File: src/rtl/keypad_emulator.sv
// Keypad matrix emulator: presses one key per command (bounce, hold, bounce, gap); optional bounce via KEYPAD_EMULATOR_BOUNCE_EN.
// Latency: press starts the cycle after the handshake; col_values follows row_values combinationally.
// Backpressure: cmd_ready only in IDLE; commands offered while busy are dropped, never queued.
module keypad_emulator #(
    parameter int         BOUNCE_CYCLES = 64,
    parameter int         GAP_CYCLES    = 256,
    parameter logic [7:0] LFSR_SEED     = 8'hA5
) (
    input  logic        clk,
    input  logic        reset,
    input  logic        cmd_valid,
    output logic        cmd_ready,
    input  logic [3:0]  cmd_key,
    input  logic [15:0] cmd_hold,
    input  logic [3:0]  row_values,
    output logic [3:0]  col_values,
    output logic        busy,
    output logic        done
);

    typedef enum logic [2:0] {IDLE, BOUNCE_IN, HOLD, BOUNCE_OUT, GAP} state_t;

    localparam logic [15:0] GAP_LOAD = 16'(GAP_CYCLES - 1);

    state_t      state;
    logic [15:0] cnt;
    logic [3:0]  key_q;
    logic        closed;
    logic [3:0]  key_pos;

    if (GAP_CYCLES < 1 || GAP_CYCLES > 65536) begin : g_bad_gap
        $error("GAP_CYCLES out of range");
    end
    if (BOUNCE_CYCLES < 1 || BOUNCE_CYCLES > 65536) begin : g_bad_bounce
        $error("BOUNCE_CYCLES out of range");
    end
    if (LFSR_SEED == 8'h00) begin : g_bad_seed
        $error("LFSR_SEED must be nonzero");
    end

    // A zero hold still closes the contact for one cycle.
    function automatic logic [15:0] hold_load(input logic [15:0] h);
        return (h == 16'd0) ? 16'd0 : h - 16'd1;
    endfunction

`ifdef KEYPAD_EMULATOR_BOUNCE_EN
    localparam logic [15:0] BOUNCE_LOAD = 16'(BOUNCE_CYCLES - 1);

    logic [7:0]  lfsr;
    logic [7:0]  lfsr_step;
    logic [15:0] hold_q;

    assign lfsr_step = {lfsr[6:0], lfsr[7] ^ lfsr[5] ^ lfsr[4] ^ lfsr[3]};
`endif

    assign cmd_ready = ~busy;

    // Key position encoded as {row[1:0], col[1:0]}.
    always_comb begin
        key_pos = 4'b0000;
        case (key_q)
            4'h1: key_pos = 4'b0000;
            4'h2: key_pos = 4'b0001;
            4'h3: key_pos = 4'b0010;
            4'hA: key_pos = 4'b0011;
            4'h4: key_pos = 4'b0100;
            4'h5: key_pos = 4'b0101;
            4'h6: key_pos = 4'b0110;
            4'hB: key_pos = 4'b0111;
            4'h7: key_pos = 4'b1000;
            4'h8: key_pos = 4'b1001;
            4'h9: key_pos = 4'b1010;
            4'hC: key_pos = 4'b1011;
            4'hE: key_pos = 4'b1100;
            4'h0: key_pos = 4'b1101;
            4'hF: key_pos = 4'b1110;
            4'hD: key_pos = 4'b1111;
        endcase
    end

    // An x/z row bit fails the if and leaves the column open.
    always_comb begin
        col_values = 4'b0000;
        if (closed && row_values[key_pos[3:2]] == 1'b1)
            col_values[key_pos[1:0]] = 1'b1;
    end

    always_ff @(posedge clk or negedge reset) begin
        if (!reset) begin
            state  <= IDLE;
            cnt    <= '0;
            key_q  <= '0;
            closed <= 1'b0;
            busy   <= 1'b0;
            done   <= 1'b0;
`ifdef KEYPAD_EMULATOR_BOUNCE_EN
            hold_q <= '0;
            lfsr   <= LFSR_SEED;
`endif
        end else begin
            done <= 1'b0;
            case (state)
                IDLE: begin
                    if (cmd_valid) begin
                        key_q <= cmd_key;
                        busy  <= 1'b1;
`ifdef KEYPAD_EMULATOR_BOUNCE_EN
                        hold_q <= cmd_hold;
                        state  <= BOUNCE_IN;
                        cnt    <= BOUNCE_LOAD;
                        closed <= lfsr[0];
`else
                        state  <= HOLD;
                        cnt    <= hold_load(cmd_hold);
                        closed <= 1'b1;
`endif
                    end
                end
`ifdef KEYPAD_EMULATOR_BOUNCE_EN
                BOUNCE_IN: begin
                    lfsr <= lfsr_step;
                    if (cnt == 16'd0) begin
                        state  <= HOLD;
                        cnt    <= hold_load(hold_q);
                        closed <= 1'b1;
                    end else begin
                        cnt    <= cnt - 16'd1;
                        closed <= lfsr_step[0];
                    end
                end
                HOLD: begin
                    if (cnt == 16'd0) begin
                        state  <= BOUNCE_OUT;
                        cnt    <= BOUNCE_LOAD;
                        closed <= lfsr[0];
                    end else begin
                        cnt <= cnt - 16'd1;
                    end
                end
                BOUNCE_OUT: begin
                    lfsr <= lfsr_step;
                    if (cnt == 16'd0) begin
                        state  <= GAP;
                        cnt    <= GAP_LOAD;
                        closed <= 1'b0;
                        done   <= (GAP_CYCLES == 1);
                    end else begin
                        cnt    <= cnt - 16'd1;
                        closed <= lfsr_step[0];
                    end
                end
`else
                HOLD: begin
                    if (cnt == 16'd0) begin
                        state  <= GAP;
                        cnt    <= GAP_LOAD;
                        closed <= 1'b0;
                        done   <= (GAP_CYCLES == 1);
                    end else begin
                        cnt <= cnt - 16'd1;
                    end
                end
`endif
                // done is high during the final GAP cycle, so ready rises right after it.
                GAP: begin
                    if (cnt == 16'd0) begin
                        state <= IDLE;
                        busy  <= 1'b0;
                    end else begin
                        cnt  <= cnt - 16'd1;
                        done <= (cnt == 16'd1);
                    end
                end
                default: begin
                    state  <= IDLE;
                    busy   <= 1'b0;
                    closed <= 1'b0;
                end
            endcase
        end
    end

endmodule

File: config.mk
export PLATFORM = sky130hd
export DESIGN_NAME = keypad_emulator
export DESIGN_NICKNAME = d
export VERILOG_FILES = /design/src/rtl/keypad_emulator.sv
export SDC_FILE = /design/constraint.sdc
export NUM_CORES = 1
export LEC_CHECK = 0
export CORE_ASPECT_RATIO = 0.7
export CORE_UTILIZATION = 56
export CTS_BUF_LIST = sky130_fd_sc_hd__clkbuf_8
export DETAILED_ROUTE_END_ITERATION = 12
export GPL_TIMING_DRIVEN = 0
export PLACE_DENSITY = 0.82
export SLEW_MARGIN = 5
export SYNTH_ARGS = -nofsm -noshare
export SYNTH_HDL_FRONTEND = slang
export SYNTH_SLANG_ARGS = --single-unit
File: constraint.sdc
create_clock -name clk -period 2.4 [get_ports clk]
set_clock_uncertainty 0.05 [all_clocks]
set_input_delay 0.24 -clock clk [delete_from_list [all_inputs] [get_ports clk]]
set_output_delay 0.24 -clock clk [all_outputs]
set_load 0.05 [all_outputs]
==> flow_results.org, run 1 <==
** CTS
- Clk root buf :: sky130_fd_sc_hd__clkbuf_8
- TritonCTS built the clock tree.
- CTS HTree Levels :: 1
- The clock passes through at most 2 buffers.
- After clock tree synthesis, the clock-pin slew on the worst setup and hold paths is 0.10 ns.
- Number of clock sinks :: 25
- Clock latency on the worst-skew pair, taken at its later pin, is 0.28 ns.
- In this run, CTS created clock tree buffers numbering 3.
- Post-CTS setup-driven buffer insertion count :: 0

** STA
- Slew at the pin closest to its max-slew limit :: around 0.65 ns
- Clock period minus worst slack :: approximately 2.4 ns
- Setup violations remaining at the end of the flow were counted as 0.
- Achievable frequency :: approximately 420 MHz
- Setup TNS :: 0 ns
- The final number of max-transition violations was 0.
- Setup repair after global routing missed its margin :: yes
- Share of the clock period used by the worst path :: 99.0%
- Measured against its own limit, the worst slew margin works out to 56.5%.
- Hold Violations, Final :: 0
- Setup slack closes at 0.0243 ns.
- Worst Hold Slack :: 0.419 ns

** Synthesis
- Summing the areas of all compound-gate instances in the mapped netlist gives 23.0% of the synthesized area.
- Summed instance area of the synthesized netlist :: 2210 µm²
- For this run, the leading register cell type out of synthesis is sky130_fd_sc_hd__dfrtp_1.
- Area share of fa/ha/maj cells after synthesis :: between 4 and 5%
- Synthesis produced 264 cells.
- Yosys printed 0 warnings.
- Number of enable flip-flop cells after synthesis :: 0
- Of the synthesized area, sequential elements account for 28.3%.
- Synth Area in Simple Gates :: 28.7%
- Main combinational cell family by area after synthesis :: simple AND/OR/NAND/NOR gates
- Counting flops with an async set or reset pin after synthesis yields a share of 100%.
- The synthesized design contains 25 register bits.
- Multiplexer cells account for 2.94% of the synthesized area.
- Summing the areas of all xor and xnor instances in the mapped netlist gives 7.12% of the synthesized area.
- The synthesized netlist contains 59 unique library cells.
- Average size of a mapped cell :: 8.38 µm²
- Nets in the synthesized netlist :: 299

** Place
- At the end of routability-driven placement, the weighted congestion stood at 0.867.
- Buffers placed on the I/O ports in this run total 33.
- Before CTS, the worst setup slack after placement is -0.502 ns.
- HPWL after DPL :: around 4.3 mm
- Total placed cells including tap cells :: 347

** Drt
- Once detail routing completed, the nets flagged for antenna violations numbered 0.
- In the routed design, unresolved DRC markers number 0.
- In the final routed layout, each cell accounts on average for around 16 µm.
- After detailed routing, the number of vias per cell comes to 6.11.
- Before antenna repair, the detailed router went through 5 iterations.
- Routed wire length :: 5.59 mm
- DRT iter0 DRCs :: between 200 and 300
- The final route contains 2151 vias.

** Cells and area
- In the layout the commonest cells are sky130_fd_sc_hd__nor2_1 (28), sky130_fd_sc_hd__clkdlybuf4s50_1 (28), sky130_fd_sc_hd__dfrtp_1 (25).
- Layout overhead on the synthesized area :: 20.3%
- At the end of the flow, the number of nets in the layout was between 300 and 400.
- Number of fill cells :: around 300
- Share of layout cells above drive strength 1 :: 13.9%
- 0 antenna diodes ended up in the layout.
- In the final layout, flip-flops and latches occupy approximately 630 µm².
- Area of the multi-input gates :: 1480 µm²
- The count of cells in the finished layout, fillers not included, comes to ~350.

** Floorplanning
- In this run the horizontal extent of the chip is 77.1 µm.
- Area of the core :: approximately 3600 µm²
- 34 I/O pins were placed.
- Height of the die :: 54.6 µm
- Placement row count :: 18
- Die Area :: 4210 µm²
- Once the floorplan was initialized, standard cells occupied 60.7% of the core.

** Power
- Summed over all cells, the static leakage comes to 1.08 nW.
- Dividing total power by cell area gives a power density of 1110 nW/µm².
- The design draws ~3.0 mW.
- Largest vdd supply drop :: 0.000706 V

** Status
- The flow ran to the end, and the final reports show no timing, DRC or antenna violations.

** Worst setup path
- The worst setup path is captured at an output port.
- The worst setup path is launched from a primary input.
- Endpoint arrival time on the critical path :: about 2.1 ns
- Required time at the endpoint of the critical path :: 2.11 ns
- In this run the worst path has a maximum fanout of 4.
- The critical path in this run is classified as primary input to output port.

** Min path
- The min-delay analysis places its worst path in the category primary input to async pin.

** Global route
- Initial antenna violation count :: 0
- Entering global routing, the biggest net connects 26 pins.
- The first global-routing pass estimated 9.16 mm of wire.
- Number of global-route vias before repair :: 1900
- All-layer global routing usage :: 28.5%
- Summed over all layers, the global routing overflow is 0.

** Job
- Count of maximum capacitance violations :: 0
Yosys cell counts, drive strengths merged (3+ instances only):
cell	n	area share, %
a211o	3	1.2
a21oi	16	3.8
a22o	5	2.0
a22oi	5	1.7
a31oi	6	1.7
and3	5	1.4
buf	6	1.9
clkbuf	6	1.0
dfrtp	25	28
ha	8	4.5
inv	15	2.5
mux2	4	2.0
nand2	14	2.4
nand2b	5	1.4
nand3	5	1.1
nand4	6	2.4
nor2	28	4.7
nor3	13	3.9
nor3b	4	1.6
nor4	8	3.5
nor4b	3	1.5
o211ai	3	1.0
o21ai	18	4.6
o22ai	3	0.85
o32ai	3	1.2
or3	3	0.85
xnor2	11	4.4
xor2	7	2.8
path summary, 6_finish.rpt:
| path | start | end | slack, ns | cells after the start |
|---|---|---|---|---|
| max in group asynchronous | reset | cnt[15] | 1.49 | 2 |
| hold reg to reg | busy | busy | 0.50 | 2 |
| hold / removal | reset | cnt[1] | 0.42 | 2 |
| setup / recovery | row_values[3] | col_values[1] | 0.02 | 7 |
| min in group clk | busy | busy | 0.50 | 2 |
| setup reg to reg | state[2] | cnt[15] | 0.14 | 8 |
per-stage QoR:
stage | area (µm²) | utilization, %
2_1_floorplan | 2220 | -
3_3_place_gp | 2610 | 71.6
3_5_place_dp | 2610 | 71.6
4_1_cts | 2660 | 73.0
5_1_grt | 2660 | 73.0
6_report | 2660 | 73.0
final cells by class:
cell class	count	area share [%]
Clock inverter	1	0.188
Sequential cell	25	23.5
Tap cell	50	2.35
Timing Repair Buffer	34	12.1
Buffer	12	2.73
Clock buffer	3	1.55
Multi-Input combinational cell	212	55.5
Inverter	15	2.11
metal layers:
layer / vias up / track usage [%] / share of wire, %
met4: 0 / 3.77 / 0.55
met1: 1008 / 42.3 / 50
met5: - / 0 / 0
li1: 1054 / - / -
met3: 7 / 5.67 / 6.8
met2: 82 / 44.0 / 42
kinds of logic after synthesis:
kind of cell | after synthesis
mux | 6
flops | 25
xor+xnor | 18
compound gates | 74
simple gates | 106
buf+inv | 27
fa+ha+maj | 8
state kept, by name, indices dropped and copies added, names as in the netlist:
signal / flops
done: 1
state: 2
key_q: 4
closed: 1
cnt: 16
busy: 1
worst max-delay path, cell delays in order:
cell	delay [ns]
sky130_fd_sc_hd__clkdlybuf4s50_1	0.48
sky130_fd_sc_hd__or3b_2	0.45
sky130_fd_sc_hd__a21oi_1	0.17
sky130_fd_sc_hd__o21a_1	0.15
sky130_fd_sc_hd__o21ai_2	0.11
sky130_fd_sc_hd__nor2_1	0.11
sky130_fd_sc_hd__clkdlybuf4s15_2	0.37
repair_timing:
item,in CTS,in global routing
endpoints found under the hold margin,0,25
hold buffers,0,1
gates resized for setup,17,11
setup endpoints to repair,7,7
where the power goes:
part / switching (mW) / leakage (nW) / internal, mW
registers: 0.232 / 0.308 / 0.610
logic: 1.11 / 0.747 / 0.754
clock network: 0.144 / 0.0255 / 0.117
Power figures use the tool's default switching activity.
==> run 2: changes to the inputs <==
- GPL_TIMING_DRIVEN: 0 -> 1
==> flow_results.org, run 2 (synthesized netlist as in run 1, its figures left out) <==
** Global route
- The via count of the first global-routing pass came to roughly 1900.
- All-layer global routing usage :: 28.8%
- Largest net degree at the start of global routing :: 28
- The initial antenna violation count is 0.
- The first global-routing pass estimated 9.18 mm of wire.
- For this run the aggregate overflow at the end of global routing stands at 0.

** Drt
- First drt pass iteration count :: 5
- The routed design has 6.01 mm of wire.
- Drt wl/cell :: 16.8 µm
- The routed layout has 2211 vias.
- Residual DRC :: 0
- DRT iter0 DRCs :: between 200 and 300
- Via/cell ratio :: 6.19
- Final antenna-violating net count :: 0

** STA
- Slew at the pin closest to its max-slew limit :: 0.489 ns
- The worst path in the final design needs a cycle of 2.31 ns, including I/O delays and setup.
- Measured against its own limit, the worst slew margin works out to 67.3%.
- Adding up every negative setup slack in the final design gives 0 ns.
- Achievable frequency :: 433 MHz
- Slew Viols, Final :: 0
- Hold is met by 0.264 ns.
- Setup repair after global routing missed its margin :: no
- Of the available clock period, the critical path in the final layout requires 96.3%.
- Hold Violations, Final :: 0
- Final setup violating endpoints :: 0

** Power
- Power per standard cell area :: 1140 nW/µm²
- VDD sags by at most 0.000833 V.
- For this design the static power due to leakage is about 1.1 nW.

** Floorplanning
- In this run the core area contains 18 standard-cell rows.
- The core region is approximately 3600 µm².
- Once the floorplan was initialized, standard cells occupied between 60 and 70% of the core.
- The floorplan step set the die width to 77.1 µm.
- Die Area :: 4210 µm²
- Height of the die :: 54.6 µm
- In this run the count of I/O pins placed on the die edge is 34.

** Worst setup path
- STA classifies the critical path endpoint as an output port.
- At the worst endpoint, the arrival time is 2.02 ns.
- Critical path peak fanout :: 7
- Launching element type of the critical path :: flip-flop
- The worst setup path is of the flip-flop to output port kind.
- Required time at the endpoint of the critical path :: 2.11 ns

** Job
- Count of maximum capacitance violations :: 0

** Status
- Run status :: completed

** Place
- Routability congestion estimate :: around 0.88
- The count of buffers added on input and output ports is 33.
- Detailed placement finished with a half-perimeter wire length of 4.57 mm.

** CTS
- CTS HTree Levels :: 1
- Clk root buf :: sky130_fd_sc_hd__clkbuf_8
- Counting every sink on the clock net gives 25.
- Clock tree from TritonCTS :: done
- Clock tree buffer depth :: 2
- TritonCTS created 3 clock buffers.
- The later pin in the worst-skew pair is clocked with a latency of roughly 0.28 ns.
- Clock-pin slew was measured on the worst setup and hold paths at roughly 0.10 ns.

** Cells and area
- Registers with the most flip-flops :: cnt (16), key_q (4), state (2)
- Top library cells by usage in the layout, fill and taps aside :: sky130_fd_sc_hd__clkdlybuf4s50_1 (29), sky130_fd_sc_hd__nor2_1 (28), sky130_fd_sc_hd__dfrtp_1 (23)
- Most common cell after layout, fill and taps aside :: sky130_fd_sc_hd__clkdlybuf4s50_1
- Antenna Diode Count :: 0
- The register with the most flip-flops in the layout has 16 of them.
- Layout overhead on the synthesized area :: 27.0%
- Ranked by flip-flop count, first place goes to cnt.
- Of the cells placed in the final design, the portion with a size suffix greater than 1 is 16.6%.
- Final nets :: 343

** Min path
- Class of the tightest hold or removal check :: primary input to async pin
run 2: through the flow:
stage                     utilization [%]  instances  worst slack (ns)  total power [mW]  instance area [µm²]
final                                77.1        357            0.0899              3.20                 2810
after global routing                 77.1        357            0.0205              3.40                 2810
after CTS                            75.5        353            0.0143              3.03                 2750
after detailed placement             74.1        349            0.0165              2.76                 2700
after global placement               74.1        349            0.0846              2.68                 2700
after floorplan                         -        264             0.249              2.18                 2220
run 2: final timing paths:
check	startpoint	endpoint	slack, ns	cells after the start
min in group clk	cnt[13]	cnt[13]	0.51	1
worst max register to register	cnt[0]	cnt[14]	0.20	7
max in group asynchronous	reset	key_q[3]	1.76	2
worst max-delay path	key_q[3]	col_values[3]	0.09	7
worst min register to register	cnt[13]	cnt[13]	0.51	1
worst min-delay path	reset	cnt[2]	0.26	2
run 2: final cells by class:
cell class	instances	area, µm²
Timing Repair Buffer	51	520
Sequential cell	25	628
Tap cell	50	62.6
Multi-Input combinational cell	212	1500
Clock inverter	1	7.51
Fill cell	282	837
Inverter	15	56.3
Clock buffer	3	41.3
run 2: worst max-delay path, stage by stage (launching register included):
cell	delay [ns]
sky130_fd_sc_hd__dfrtp_2	0.43
sky130_fd_sc_hd__buf_2	0.22
sky130_fd_sc_hd__and3_1	0.18
sky130_fd_sc_hd__o21ai_0	0.07
sky130_fd_sc_hd__a32oi_1	0.30
sky130_fd_sc_hd__o21ai_4	0.12
sky130_fd_sc_hd__nor3_4	0.22
sky130_fd_sc_hd__clkbuf_16	0.19
run 2: timing repair:
action                     CTS  global route
pin swaps                    0             2
setup endpoints to repair    1             4
hold buffers                 0             0
buffers inserted             0             4
gates resized for setup      1             7
cloned                       0             0
run 2: per-layer routing:
| layer | global-route usage [%] | vias to the layer above | wire (µm) |
|---|---|---|---|
| li1 | - | 1059 | - |
| met1 | 43.0 | 1053 | 2940 |
| met2 | 43.4 | 95 | 2620 |
| met3 | 4.33 | 4 | 420 |
| met4 | 6.60 | 0 | 36 |
| met5 | 0 | - | 0 |
run 2: power by group:
group	internal, mW	switching, mW	total (mW)
clock	0.118	0.151	0.270
combinational	0.877	1.13	2.00
sequential	0.613	0.312	0.925
==> run 3: changes to the inputs <==
--- a/config.mk
+++ b/config.mk
@@ -7,9 +7,9 @@
 export LEC_CHECK = 0
 export CORE_ASPECT_RATIO = 0.7
-export CORE_UTILIZATION = 56
+export CORE_UTILIZATION = 61
 export CTS_BUF_LIST = sky130_fd_sc_hd__clkbuf_8
 export DETAILED_ROUTE_END_ITERATION = 12
 export GPL_TIMING_DRIVEN = 1
-export PLACE_DENSITY = 0.82
+export PLACE_DENSITY = 0.89
 export SLEW_MARGIN = 5
 export SYNTH_ARGS = -nofsm -noshare
==> constraint.sdc (replaced) <==
create_clock -name clk -period 2.8 [get_ports clk]
set_clock_uncertainty 0.05 [all_clocks]
set_input_delay 0.28 -clock clk [delete_from_list [all_inputs] [get_ports clk]]
set_output_delay 0.28 -clock clk [all_outputs]
set_load 0.1 [all_outputs]
==> flow_results.org, run 3 (synthesized netlist as in run 1, its figures left out) <==
** STA
- Slew at the pin closest to its max-slew limit :: 0.516 ns
- Setup violations remaining at the end of the flow were counted as 0.
- Hold Violations, Final :: 0
- Setup TNS :: 0 ns
- Slew Viols, Final :: 0
- Setup repair after global routing left no endpoint under its margin.
- Achievable frequency :: about 400 MHz
- The clock period could shrink to 2.50 ns.
- In the finished design, the share of the clock period the worst path needs comes to 89.3%.
- Headroom to the max-slew limit came out at 65.3%.

** Status
- Run status :: completed

** CTS
- Number of clock sinks :: 25
- Clock tree from TritonCTS :: done
- Clock buffers created by TritonCTS :: 3
- In this run, post-CTS repair resized a total of 0 instances.
- After clock tree synthesis, the flow added hold-fix buffers numbering 0.
- In this run the clock root is driven by a sky130_fd_sc_hd__clkbuf_8.
- Clock tree buffer depth :: 2
- Post-CTS timing repair inserted 0 buffers for setup.
- The later pin in the worst-skew pair is clocked with a latency of around 0.27 ns.
- CTS HTree Levels :: 1
- Clock-pin slew was measured on the worst setup and hold paths at 0.09 ns.

** Drt
- Final antenna-violating net count :: 0
- DRT iter0 DRCs :: 205
- Routed wire length :: 5.43 mm
- Vias after detailed routing :: 2129
- Via/cell ratio :: 6.26
- After detailed routing, the average wire length per cell comes to 16.0 µm.
- The pre-antenna-repair detailed-routing pass consisted of 5 iterations.
- For this run, design rule violations remaining after detail routing come to 0.

** Power
- The worst-case IR drop observed on VDD is 0.00102 V.
- In this run, flip-flops and latches consume 29.8% of the power.
- Static power due to leakage :: 1.06 nW
- Switching power as a share of total power :: 51.9%
- Combinational logic is responsible for between 60% and 70% of the overall power.
- Power spread over the standard cell area amounts to 1010 nW/µm².
- Summed over all nets, the switching power comes to 1.39 mW.
- Per report_power, the clock group accounts for between 8 and 9% of the total.
- Internal power :: 1.29 mW

** Cells and area
- Area of the multi-input gates :: 1470 µm²
- Area occupied by registers :: 626 µm²
- Post-layout instance count excluding filler cells :: 340
- Leaving out fill and tap cells, the most frequent cell in the layout is sky130_fd_sc_hd__nor2_1.
- Reg with most FFs :: cnt
- The largest registers in the layout are cnt (16), key_q (4), state (2).
- The register with the most flip-flops in the layout has 16 of them.
- From synthesis to final layout, the design area changed by 19.9%.
- Share of layout cells above drive strength 1 :: approximately an eighth
- The repair_antennas step left the layout with diodes totalling 0.
- The library cells used most frequently in the layout, excluding fill and tap cells, are sky130_fd_sc_hd__nor2_1 (28), sky130_fd_sc_hd__clkdlybuf4s50_1 (26), sky130_fd_sc_hd__dfrtp_1 (25).
- For this run, the post-layout net count is 329.
- Number of fill cells :: 223

** Min path
- The path class of the tightest hold or removal check is primary input to async pin.

** Worst setup path
- STA classifies the critical path startpoint as a flip-flop.
- Crit path launch :: key_q[3]
- Critical path peak fanout :: 13
- In this design, the stage delay of the slowest critical-path cell is 0.51 ns.
- At the worst endpoint, the arrival time is 2.17 ns.
- For this design, the slowest cell found on the critical path is sky130_fd_sc_hd__dfrtp_1.
- In this run the critical register-to-register path is launched from state[1].
- STA puts the critical path data required time at 2.47 ns.
- STA classifies the critical path endpoint as an output port.
- The signal on the critical path passes through or3b_2, a21oi_1, o21a_1, o21ai_1, nor3_2, buf_12.
- Crit Path Class :: flip-flop to output port

** Global route
- Entering global routing, the biggest net connects 33 pins.
- Sum of overflow across all layers after global routing :: 0
- The via count of the first global-routing pass came to around 1900.
- The initial antenna violation count is 0.
- All-layer global routing usage :: 31.3%
- Global-route wire length before repair :: 9.03 mm

** Job
- Across the run, the number of max-cap violations was 0.

** Floorplanning
- Height of the die :: 52.4 µm
- Floorplan die width :: 74.0 µm
- For this design the top-level I/O count stands at 34.
- The region available for standard cell placement spans ~3300 µm².
- Initial Util :: 67.1%
- The floorplan has 17 rows.
- Die Area :: 3880 µm²

** Place
- Counting tap cells, the placed design contains a total of approximately 340 instances.
- HPWL after DPL :: about 4.1 mm
- Routability congestion estimate :: 0.873
- Count of buffers inserted at the top-level ports :: 33
[run 3: cell count changes in the layout (fill, tap and decap cells not counted), sizes merged]
cell and delta:
buf -10, clkdlybuf4s50 -3, clkbuf -1
[run 3: area by class of cell]
type / count / share of cell area, %
multi-input cells: 212 / 55.4
flip-flops and latches: 25 / 23.6
repair buffers: 37 / 14.8
well taps: 47 / 2.22
inverters: 15 / 2.12
clock buffers: 3 / 1.56
clock inverters: 1 / 0.283
[run 3: critical path: cells and delay by family, from the launching register on]
family,cells,cell delay [ns]
buffers and inverters,1,0.21
AND/OR/NAND/NOR,2,0.75
flip-flops,1,0.51
AO/OA/AOI/OAI,3,0.44
[run 3: power by group through the flow]
stage	registers [mW]	clock network (mW)	logic, mW
global placement	0.789	0	1.59
CTS	0.793	0.226	1.65
global route	0.833	0.243	1.80
finish	0.800	0.218	1.66
detailed placement	0.798	0	1.63
floorplan	0.732	0	1.28
[run 3: stage by stage]
stage | worst slack (ns) | util, % | total power [mW] | cell area, µm² | hold slack (ns)
finish | 0.298 | 80.5 | 2.68 | 2650 | 0.319
global route | 0.187 | 80.5 | 2.88 | 2650 | 0.342
CTS | 0.286 | 80.5 | 2.66 | 2650 | 0.328
detailed placement | 0.336 | 79.0 | 2.43 | 2610 | 0.477
global placement | 0.434 | 79.0 | 2.38 | 2610 | 0.474
floorplan | 0.00257 | - | 2.01 | 2220 | -0.0656
[run 3: routing by layer]
metal  share of wire (%)  GRT usage, %  vias to the layer above
met3                 6.7          4.62                        4
met4                0.42          7.37                        0
li1                    -             -                     1031
met5                   0             0                        -
met1                  49          46.3                      996
met2                  44          47.4                       98
[run 3: path summary, 6_finish.rpt]
| kind | end | slack [ns] | cells past startpoint |
|---|---|---|---|
| min in group clk | closed | 0.49 | 2 |
| worst max-delay path | col_values[3] | 0.30 | 6 |
| worst min register to register | closed | 0.49 | 2 |
| max in group asynchronous | cnt[10] | 2.13 | 2 |
| worst max register to register | cnt[9] | 0.35 | 8 |
| worst min-delay path | busy | 0.32 | 2 |
